$ cat config.mk
export PLATFORM = sky130hd
export DESIGN_NAME = gamepad_controller
export DESIGN_NICKNAME = d
export VERILOG_FILES = /design/src/rtl/controller_pkg.sv /design/src/rtl/uart_rx.sv /design/src/rtl/uart_tx.sv /design/src/rtl/gamepad_controller.sv
export SDC_FILE = /design/constraint.sdc
export NUM_CORES = 1
export LEC_CHECK = 0
export ABC_AREA = 1
export BUFFER_PORTS_ARGS = -buffer_cell sky130_fd_sc_hd__buf_4
export CORE_MARGIN = 2
export CORE_UTILIZATION = 58
export DETAILED_ROUTE_END_ITERATION = 12
export PLACE_DENSITY = 0.81
export REMOVE_ABC_BUFFERS = 1
export SLEW_MARGIN = 20
export SYNTH_ARGS = -nofsm -noshare
export SYNTH_HDL_FRONTEND = slang
export SYNTH_SLANG_ARGS = --single-unit
$ cat constraint.sdc
create_clock -name SYSCLK -period 2.9 [get_ports SYSCLK]
set_input_delay 0.58 -clock SYSCLK [delete_from_list [all_inputs] [get_ports SYSCLK]]
set_output_delay 0.58 -clock SYSCLK [all_outputs]
set_load 0.1 [all_outputs]
$ cat src/rtl/controller_pkg.sv
// Shared types and constants for the gamepad controller and its UART helpers.
package controller_pkg;

  // Main read sequencer states
  typedef enum logic [1:0] {
    ST_IDLE,
    ST_LATCH,
    ST_READ,
    ST_DONE
  } ctrl_state_e;

  // Command receiver states
  typedef enum logic [1:0] {
    RX_IDLE,
    RX_START,
    RX_DATA,
    RX_STOP
  } rx_state_e;

  localparam logic [7:0] CMD_POLL    = 8'h70;
  localparam int         NUM_BUTTONS = 8;
  localparam int         FRAME_BITS  = 10;  // start + 8 data + stop

  // Cycles per UART bit, rounded to nearest
  function automatic int calc_baud_div(input int clk_hz, input int baud);
    return (clk_hz + baud / 2) / baud;
  endfunction

endpackage

$ cat src/rtl/uart_rx.sv
// 8N1 receiver: 2-FF input synchronizer, falling-edge start detect, mid-bit sampling.
// valid pulses for one cycle, the cycle after a good stop bit is sampled; a low stop
// bit discards the byte. Re-arming needs a fresh falling edge, so a framing error
// cannot retrigger on a line that is still low.
module uart_rx
  import controller_pkg::*;
#(
  parameter int BAUD_DIV = 87
) (
  input  logic       clk,
  input  logic       rst,
  input  logic       rxd,
  output logic       valid,
  output logic [7:0] dout
);

  localparam int            DW        = (BAUD_DIV > 1) ? $clog2(BAUD_DIV) : 1;
  localparam logic [DW-1:0] DIV_LAST  = DW'(BAUD_DIV - 1);
  localparam logic [DW-1:0] HALF_LAST = DW'((BAUD_DIV / 2 > 0) ? (BAUD_DIV / 2 - 1) : 0);

  logic          meta_q, sync_q, prev_q;
  rx_state_e     st_q, st_d;
  logic [DW-1:0] cnt_q, cnt_d;
  logic [2:0]    bit_q, bit_d;
  logic [7:0]    sh_q, sh_d;
  logic          valid_q, valid_d;
  logic [7:0]    dout_q, dout_d;

  // Synchronize the asynchronous line and keep one cycle of history for edge detect
  always_ff @(posedge clk or posedge rst) begin
    if (rst) begin
      meta_q <= 1'b1;
      sync_q <= 1'b1;
      prev_q <= 1'b1;
    end else begin
      meta_q <= rxd;
      sync_q <= meta_q;
      prev_q <= sync_q;
    end
  end

  // Receive sequencer: half a bit to mid-start, then one bit period per sample
  always_comb begin
    st_d    = st_q;
    cnt_d   = cnt_q;
    bit_d   = bit_q;
    sh_d    = sh_q;
    valid_d = 1'b0;
    dout_d  = dout_q;
    case (st_q)
      RX_IDLE: begin
        if (prev_q && !sync_q) begin
          st_d  = RX_START;
          cnt_d = '0;
        end
      end
      RX_START: begin
        if (cnt_q == HALF_LAST) begin
          cnt_d = '0;
          bit_d = '0;
          st_d  = sync_q ? RX_IDLE : RX_DATA;
        end else begin
          cnt_d = cnt_q + DW'(1);
        end
      end
      RX_DATA: begin
        if (cnt_q == DIV_LAST) begin
          cnt_d = '0;
          sh_d  = {sync_q, sh_q[7:1]};
          if (bit_q == 3'd7) begin
            st_d = RX_STOP;
          end else begin
            bit_d = bit_q + 3'd1;
          end
        end else begin
          cnt_d = cnt_q + DW'(1);
        end
      end
      RX_STOP: begin
        if (cnt_q == DIV_LAST) begin
          cnt_d = '0;
          st_d  = RX_IDLE;
          if (sync_q) begin
            valid_d = 1'b1;
            dout_d  = sh_q;
          end
        end else begin
          cnt_d = cnt_q + DW'(1);
        end
      end
      default: st_d = RX_IDLE;
    endcase
  end

  // Receiver state registers
  always_ff @(posedge clk or posedge rst) begin
    if (rst) begin
      st_q    <= RX_IDLE;
      cnt_q   <= '0;
      bit_q   <= '0;
      sh_q    <= '0;
      valid_q <= 1'b0;
      dout_q  <= '0;
    end else begin
      st_q    <= st_d;
      cnt_q   <= cnt_d;
      bit_q   <= bit_d;
      sh_q    <= sh_d;
      valid_q <= valid_d;
      dout_q  <= dout_d;
    end
  end

  assign valid = valid_q;
  assign dout  = dout_q;

endmodule

$ cat src/rtl/uart_tx.sv
// 8N1 serializer: start bit, 8 data bits LSB first, stop bit, BAUD_DIV cycles each.
// A start request is accepted only while idle; busy stays high through the stop bit.
module uart_tx
  import controller_pkg::*;
#(
  parameter int BAUD_DIV = 87
) (
  input  logic       clk,
  input  logic       rst,
  input  logic       start,
  input  logic [7:0] din,
  output logic       busy,
  output logic       txd
);

  localparam int            DW       = (BAUD_DIV > 1) ? $clog2(BAUD_DIV) : 1;
  localparam logic [DW-1:0] DIV_LAST = DW'(BAUD_DIV - 1);
  localparam logic [3:0]    BIT_LAST = 4'(FRAME_BITS - 1);

  logic [DW-1:0] div_q, div_d;
  logic [3:0]    bit_q, bit_d;
  logic [9:0]    frame_q, frame_d;
  logic          busy_q, busy_d;
  logic          txd_q, txd_d;

  // Load a frame when idle, otherwise shift one bit every BAUD_DIV cycles
  always_comb begin
    div_d   = div_q;
    bit_d   = bit_q;
    frame_d = frame_q;
    busy_d  = busy_q;
    txd_d   = txd_q;
    if (!busy_q) begin
      if (start) begin
        frame_d = {1'b1, din, 1'b0};
        busy_d  = 1'b1;
        div_d   = '0;
        bit_d   = '0;
        txd_d   = 1'b0;
      end
    end else if (div_q == DIV_LAST) begin
      div_d = '0;
      if (bit_q == BIT_LAST) begin
        busy_d = 1'b0;
        txd_d  = 1'b1;
      end else begin
        bit_d   = bit_q + 4'd1;
        frame_d = {1'b1, frame_q[9:1]};
        txd_d   = frame_q[1];
      end
    end else begin
      div_d = div_q + DW'(1);
    end
  end

  // Serializer state registers; line idles high
  always_ff @(posedge clk or posedge rst) begin
    if (rst) begin
      div_q   <= '0;
      bit_q   <= '0;
      frame_q <= '1;
      busy_q  <= 1'b0;
      txd_q   <= 1'b1;
    end else begin
      div_q   <= div_d;
      bit_q   <= bit_d;
      frame_q <= frame_d;
      busy_q  <= busy_d;
      txd_q   <= txd_d;
    end
  end

  assign busy = busy_q;
  assign txd  = txd_q;

endmodule

$ cat src/rtl/gamepad_controller.sv
// NES-style pad reader: periodic latch pulse, 8 shift pulses, publishes the byte
// with a ready strobe and reports it over UART.
// Optional macro CONTROLLER_UART_CMD_EN adds a UART receiver; byte 8'h70 requests a poll.
// Segment scheme of one read: segment 0 = poll pulse, odd segments = gaps,
// even segments 2..16 = sample pulses, each PULSE_CYC cycles; DONE follows segment 16.
module gamepad_controller
  import controller_pkg::*;
#(
  parameter int CLK_HZ      = 10_000_000,
  parameter int BAUD        = 115_200,
  parameter int PULSE_CYC   = 60,
  parameter int POLL_PERIOD = 166_667
) (
  input  logic       SYSCLK,
  input  logic       SYSRESET,
  input  logic       data,
  input  logic       UART_0_RXD,
  output logic       ready,
  output logic       poll,
  output logic       sample,
  output logic [7:0] buttonData,
  output logic       UART_0_TXD
);

  localparam int            BAUD_DIV = calc_baud_div(CLK_HZ, BAUD);
  localparam int            PW       = $clog2(PULSE_CYC);
  localparam int            TW       = $clog2(POLL_PERIOD);
  localparam logic [PW-1:0] P_LAST   = PW'(PULSE_CYC - 1);
  localparam logic [TW-1:0] T_LAST   = TW'(POLL_PERIOD - 1);
  localparam logic [4:0]    SEG_LAST = 5'(2 * NUM_BUTTONS);

  logic          data_meta_q, data_sync_q;
  logic [TW-1:0] timer_q, timer_d;
  logic          timer_wrap;
  logic          cmd_req;
  logic          poll_req;

  ctrl_state_e   state_q, state_d;
  logic [4:0]    seg_q, seg_d;
  logic [PW-1:0] pcnt_q, pcnt_d;
  logic [7:0]    cap_q, cap_d;
  logic [7:0]    btn_q, btn_d;
  logic          poll_q, poll_d;
  logic          sample_q, sample_d;
  logic          ready_q, ready_d;

  logic          tx_busy;
  logic          tx_start;

`ifdef CONTROLLER_UART_CMD_EN
  logic       rx_valid;
  logic [7:0] rx_byte;

  uart_rx #(.BAUD_DIV(BAUD_DIV)) u_rx (
    .clk   (SYSCLK),
    .rst   (SYSRESET),
    .rxd   (UART_0_RXD),
    .valid (rx_valid),
    .dout  (rx_byte)
  );

  assign cmd_req = rx_valid && (rx_byte == CMD_POLL);
`else
  logic unused_rxd;
  assign unused_rxd = UART_0_RXD;
  assign cmd_req    = 1'b0;
`endif

  // Timer wrap and command merge into a single request; dropped unless IDLE
  assign timer_wrap = (timer_q == T_LAST);
  assign poll_req   = timer_wrap || cmd_req;

  // Two-flop synchronizer for the pad data line (idles high = nothing pressed)
  always_ff @(posedge SYSCLK or posedge SYSRESET) begin
    if (SYSRESET) begin
      data_meta_q <= 1'b1;
      data_sync_q <= 1'b1;
    end else begin
      data_meta_q <= data;
      data_sync_q <= data_meta_q;
    end
  end

  // Next-state, capture and output decode; outputs registered from next state
  always_comb begin
    timer_d = timer_wrap ? '0 : timer_q + TW'(1);
    state_d = state_q;
    seg_d   = seg_q;
    pcnt_d  = pcnt_q;
    cap_d   = cap_q;
    btn_d   = btn_q;
    case (state_q)
      ST_IDLE: begin
        if (poll_req) begin
          state_d = ST_LATCH;
          seg_d   = '0;
          pcnt_d  = '0;
        end
      end
      ST_LATCH, ST_READ: begin
        // Last cycle of a gap: capture bit (segment/2), inverting active-low data
        if (state_q == ST_READ && seg_q[0] && pcnt_q == P_LAST) begin
          cap_d[seg_q[3:1]] = ~data_sync_q;
        end
        if (pcnt_q == P_LAST) begin
          pcnt_d = '0;
          if (seg_q == SEG_LAST) begin
            state_d = ST_DONE;
          end else begin
            seg_d   = seg_q + 5'd1;
            state_d = ST_READ;
          end
        end else begin
          pcnt_d = pcnt_q + PW'(1);
        end
      end
      ST_DONE: state_d = ST_IDLE;
      default: state_d = ST_IDLE;
    endcase
    if (state_d == ST_DONE) begin
      btn_d = cap_d;
    end
    poll_d   = (state_d == ST_LATCH);
    sample_d = (state_d == ST_READ) && !seg_d[0];
    ready_d  = (state_d == ST_DONE);
  end

  // Sequencer, timer and output registers
  always_ff @(posedge SYSCLK or posedge SYSRESET) begin
    if (SYSRESET) begin
      timer_q  <= '0;
      state_q  <= ST_IDLE;
      seg_q    <= '0;
      pcnt_q   <= '0;
      cap_q    <= '0;
      btn_q    <= '0;
      poll_q   <= 1'b0;
      sample_q <= 1'b0;
      ready_q  <= 1'b0;
    end else begin
      timer_q  <= timer_d;
      state_q  <= state_d;
      seg_q    <= seg_d;
      pcnt_q   <= pcnt_d;
      cap_q    <= cap_d;
      btn_q    <= btn_d;
      poll_q   <= poll_d;
      sample_q <= sample_d;
      ready_q  <= ready_d;
    end
  end

  // Report the fresh byte during DONE; a busy transmitter means the report is lost
  assign tx_start = (state_q == ST_DONE) && !tx_busy;

  uart_tx #(.BAUD_DIV(BAUD_DIV)) u_tx (
    .clk   (SYSCLK),
    .rst   (SYSRESET),
    .start (tx_start),
    .din   (btn_q),
    .busy  (tx_busy),
    .txd   (UART_0_TXD)
  );

  assign poll       = poll_q;
  assign sample     = sample_q;
  assign ready      = ready_q;
  assign buttonData = btn_q;

endmodule

==> impl_metrics.yaml, run 1 <==
run_status:
  status: "finished, final reports clean"
logic_synthesis:
  syn_inst: 508
  async_flop_share: 1.00
  synth_area_per_cell_um2: 7.99
  yosysSeqAreaShare: 0.453
  yosysUniqueCellTypes: 43
  synth_top_area_share: 0.382
  yosys-top-cells-area: "dfrtp_1, nand2_1, dfstp_2, nand3_1, inv_1"
  synth_edf_count: 0
  yosys_warnings: 0
  yosysTopAreaCell: "dfrtp_1"
  ys.flop_type: "dfrtp_1"
  netlist_area_um2: 4060
  synth_seq_cells: 73
clocking:
  cts.sinks: 73
  cts_setup_buffers: 0
  numCtsBuffers: 9
  clk_latency_ns: 0.35
  clockRootBuffer: "clkbuf_8"
  htree_levels: 3
  cts_tree: "done"
  cts_hold_buf: 0
  cts.clk_slew.worst_paths_ns: 0.07
  cts.path.max_buffers: 2
  cts.repair.resized: 0
placement:
  dp_hpwl_um: 5380
  numPortBuffers: 14
  routabilityCongestion: 0.907
  dpl_worst_slack_ns: 0.857
grt:
  overflow: 0
  met1_usage: 0.290
  use_met3: 0.0481
  grt_max_degree: 43
  grt.busiest_layer: "met2"
  grt_use_met2: 0.357
  grt_pass1_wl_um: 13200
  grt.total_usage: 0.217
  antenna_found_initial: 0
  grt_pass1_vias: 2983
sta:
  period_needed_ns: 2.06
  setup-tns-final_ns: 0
  finalHoldViolCount: 0
  worst_clock_skew_ns: 0.0135
  rsz0062_at_grt: "no"
  max_freq_ghz: 0.487
  setup_violations: 0
  maxSlewViolCount: 0
  tightest_slew_ns: 0.698
  timing.hold.ws_ns: 0.342
  setup_ws_ns: 0.845
  maxSlewHeadroom: 0.534
  fin_crit_sh: 0.709
pwr:
  peakVddDrop_uv: 333
  p_per_area_nw_per_um2: 445
  leakage_uw: 0.00233
  finalPower_uw: 1990
critical_path:
  required_ns: 3.14
  r2r-end: "seg_q[3]"
  critPathLaunch: "state_q[0]"
  arrival_ns: 2.29
  r2r_start: "state_q[0]"
  endpoint: "seg_q[3]"
  cp-start-kind: "register"
  end_kind: "register"
  path_max_fanout: 17
  rrSetupSlack_ns: 0.84
  reg2regPathDepth: 9
  critical_path_class: "reg2reg"
worst_hold_path:
  hold_path_class: "in2reg"
job:
  maxCapViolations: 0
die:
  num_io_pins: 16
  design.core.area_um2: 6790
  die_h_um: 87.7
  initial_core_util: 0.598
  row_count: 30
  die_x_um: 87.7
  die_area_um2: 7690
detailed_routing:
  drc: 0
  wl_um: 7590
  dr.pass1.iters: 4
  final_antenna_net_count: 0
  via_count: 3197
  wl_per_cell_um: 12.2
  drtIter0Drc: 193
  vias_per_cell: 5.12
final_layout:
  drive_gt1_frac: 0.134
  diodes: 0
  nFillCells: 553
  area_growth_pct: 9.98
  final_nets: 540
  final_core_util: 0.657
[per-stage QoR]
step	cells	cell area, um2
after floorplan	496	3980
after global placement	608	4230
after detailed placement	608	4230
after CTS	624	4470
after global routing	624	4470
final	624	4470
[area by class of cell]
cell class              instances  area (um2)  area share
inverters                      52         198      0.0443
multi-input cells             371        1940       0.434
clock buffers                  11         131      0.0294
repair buffers                 16         133      0.0297
clock inverters                 5         104      0.0232
well taps                      96         120      0.0269
flip-flops and latches         73        1840       0.412
[metal layers]
| metal | up-vias | wire length [um] |
|---|---|---|
| li1 | 1656 | - |
| met1 | 1483 | 3620 |
| met2 | 47 | 3620 |
| met3 | 11 | 248 |
| met4 | 0 | 110 |
| met5 | - | 0 |
[synth_stat cells, types with 2 or more instances]
library cell	n
nor4_1	3
o211ai_1	3
o31ai_1	3
buf_6	4
nor2_1	39
buf_2	3
inv_1	48
xor2_1	13
nand2_1	163
o22ai_1	2
nand3_2	2
a21oi_1	10
xnor2_1	5
a21o_1	7
nor3_1	8
nand4_1	5
nand3_1	45
ha_1	13
clkbuf_1	3
o21ai_0	18
dfstp_2	11
nand2_2	6
o21ai_1	4
dfrtp_1	62
nand2_4	4
nor2_2	6
inv_2	2
[kinds of logic after synthesis]
group | synth area share
and+or+nand+nor | 0.325
buffers and inverters | 0.0690
AOI/OAI and AO/OA | 0.0739
xor gates and xnor gates | 0.0388
DFF | 0.453
adders and majority gates | 0.0401
[registers in the layout (all words and copies together) (netlist names)]
register and flops:
cap_q 8, u_tx.busy 1, u_tx.txd 1, seg_q 5, sample 1, u_tx.frame_q 8, pcnt_q 6, state_q 2
timer_q 18, ready 1, poll 1, u_tx.div_q 7, buttonData 8, u_tx.bit_q 4, data_meta_q 1, data_sync_q 1
[worst min-delay path by stage]
stage / from / end / cells after the start
2_1_floorplan: data_meta_q / data_sync_q / 0
3_3_place_gp: data_meta_q / data_sync_q / 0
3_5_place_dp: data_meta_q / data_sync_q / 0
4_1_cts: data / data_meta_q / 1
5_1_grt: data / data_meta_q / 1
6_report: data / data_meta_q / 1
[power breakdown]
group          total [uW]  internal [uW]  switching [uW]
clock network         941            572             368
logic                26.6           5.06            21.5
registers            1020           1020           0.353
total                1990           1600             390
[layout by cell type, fill, tap and decap left out, drive strengths merged, types with 2 or more instances in the layout]
master and count:
nand2 173, dfrtp 62, inv 51, nand3 48, nor2 47, o21ai 22, buf 16, xor2 13
ha 13, dfstp 11, a21oi 11, clkbuf 11, nor3 9, a21o 7, nand4 6, xnor2 5
o211ai 3, o31ai 3, nor4 3, bufinv 3, clkinv 3, o22ai 2
[critical path, cell delays in order (launching register included)]
cell and delay [ns]:
dfrtp_1 0.40, inv_1 0.16, ha_1 0.26, buf_4 0.20
inv_1 0.39, nor2_2 0.13, a21oi_4 0.19, nand2_2 0.09
nand2_1 0.07, nand2_1 0.05
Power figures use the tool's default switching activity.
==> inputs of run 2 (changes only) <==
==> constraint.sdc (replaced) <==
create_clock -name SYSCLK -period 1.95 [get_ports SYSCLK]
set_input_delay 0.39 -clock SYSCLK [delete_from_list [all_inputs] [get_ports SYSCLK]]
set_output_delay 0.39 -clock SYSCLK [all_outputs]
set_load 0.1 [all_outputs]
==> run 2 against run 1 <==
Compared with the run above:
- setup slack worse by 0.71 ns
- sequential power up 49%
- cell count up 0.80%
- wire length up 2.7%
- combinational power up 51%
- global-route usage up 0.34 points
- clock power up 43%
- register-to-register slack worse by 0.71 ns
- critical path type unchanged
- largest cell class unchanged
==> impl_metrics.yaml, run 2 (synthesis gave the netlist of run 1 again) <==
critical_path:
  end_kind: "register"
  critical_path_class: "reg2reg"
  required_ns: 2.19
  critPathLaunch: "pcnt_q[0]"
  path_max_fanout: 10
  cp-start-kind: "register"
  reg2regPathDepth: 10
  r2r_start: "pcnt_q[0]"
  arrival_ns: 2.06
worst_hold_path:
  hold_path_class: "in2async"
clocking:
  cts.path.max_buffers: 2
  numCtsBuffers: 9
  cts.clk_slew.worst_paths_ns: 0.08
  clockRootBuffer: "clkbuf_8"
  cts_setup_buffers: 0
  htree_levels: 3
  cts.sinks: 73
  cts_tree: "done"
  clk_latency_ns: 0.36
  cts_hold_buf: 0
final_layout:
  design_area_um2: 4500
  final_nets: 545
  max_flop_register: "timer_q"
  drive_gt1_frac: 0.148
  final_common_cell: "nand2_1"
  largest_reg_flops: 18
  area_growth_pct: 10.8
  diodes: 0
  layoutNonFillerInstCount: 629
  layout_common_cells: "nand2_1, dfrtp_1, inv_1"
  nFillCells: 563
sta:
  period_needed_ns: 1.81
  worst_clock_skew_ns: 0.0139
  tightest_slew_ns: 0.380
  maxSlewViolCount: 0
  fin_crit_sh: 0.931
  max_freq_ghz: 0.551
  rsz0062_at_grt: "no"
  setup-tns-final_ns: 0
  timing.hold.ws_ns: 0.121
  finalHoldViolCount: 0
  setup_violations: 0
  setup_ws_ns: 0.135
  maxSlewHeadroom: 0.744
pwr:
  peakVddDrop_uv: 455
  leakage_uw: 0.00235
  p_per_area_nw_per_um2: 646
grt:
  overflow: 0
  grt_pass1_wl_um: 13300
  grt_pass1_vias: 2985
  grt_max_degree: 74
  antenna_found_initial: 0
  grt.total_usage: 0.220
detailed_routing:
  drc: 0
  drtIter0Drc: 116
  vias_per_cell: 5.17
  final_antenna_net_count: 0
  wl_per_cell_um: 12.4
  dr.pass1.iters: 7
  wl_um: 7800
  via_count: 3250
placement:
  dp_hpwl_um: 5380
  place_inst: 613
  routabilityCongestion: 0.904
  numPortBuffers: 14
  dpl_cell_area_um2: 4270
  dpl_worst_slack_ns: 0.179
job:
  maxCapViolations: 0
die:
  die_h_um: 87.7
  row_count: 30
  design.core.area_um2: 6790
  num_io_pins: 16
  die_x_um: 87.7
  initial_core_util: 0.598
  die_area_um2: 7690
run_status:
  status: "finished, final reports clean"
==> run 2: changes by cell type in the layout (fill, tap and decap cells not counted), sizes merged <==
| cell | delta |
|---|---|
| buf | +5 |
| bufinv | -1 |
| clkinvlp | +1 |
==> run 2: layout make-up <==
| type | count | area (um2) | area share |
|---|---|---|---|
| tap | 96 | 120 | 0.0267 |
| sequential | 73 | 1840 | 0.409 |
| clock buffer | 11 | 151 | 0.0336 |
| clock inverter | 5 | 77.6 | 0.0172 |
| inverter | 52 | 198 | 0.0439 |
| multi-input combinational | 371 | 1940 | 0.432 |
| timing repair buffer | 21 | 170 | 0.0378 |
==> run 2: path summary, 6_finish.rpt <==
check / end / slack (ns)
worst max register to register: buttonData[6] / 0.14
worst min-delay path: u_tx.div_q[1] / 0.12
worst min register to register: data_sync_q / 0.36
max in group asynchronous: u_tx.frame_q[5] / 1.50
min in group SYSCLK: data_meta_q / 0.14
worst max-delay path: buttonData[6] / 0.14
==> run 2: power breakdown <==
| part | internal [uW] | switching (uW) |
|---|---|---|
| combinational | 7.71 | 32.5 |
| clock | 785 | 564 |
| sequential | 1520 | 0.477 |
| total | 2310 | 597 |
==> run 2: metal layers <==
metal,up-vias,GRT usage,wire [um]
li1,1667,-,-
met4,0,0.0741,80
met2,53,0.346,3860
met5,-,0,0
met1,1523,0.296,3590
met3,7,0.0622,269
==> run 2: stage by stage <==
step	power [uW]	utilization
2_1_floorplan	1570	-
3_3_place_gp	1590	0.628
3_5_place_dp	1590	0.628
4_1_cts	2940	0.662
5_1_grt	3010	0.662
6_report	2910	0.662
==> run 2: critical path, stage by stage (launching register included) <==
cell	delay, ns
dfrtp_1	0.40
ha_1	0.23
nand3_2	0.18
nor2_8	0.21
inv_2	0.09
nand2_2	0.08
nand4_2	0.11
nand2_4	0.17
nand2_4	0.10
nand2_1	0.09
nand2_1	0.05
==> run 2: what timing repair did <==
action | 4_1_cts | 5_1_grt
endpoints found under the setup margin | 0 | 4
endpoints found under the hold margin | 0 | 0
resized for setup | 0 | 1
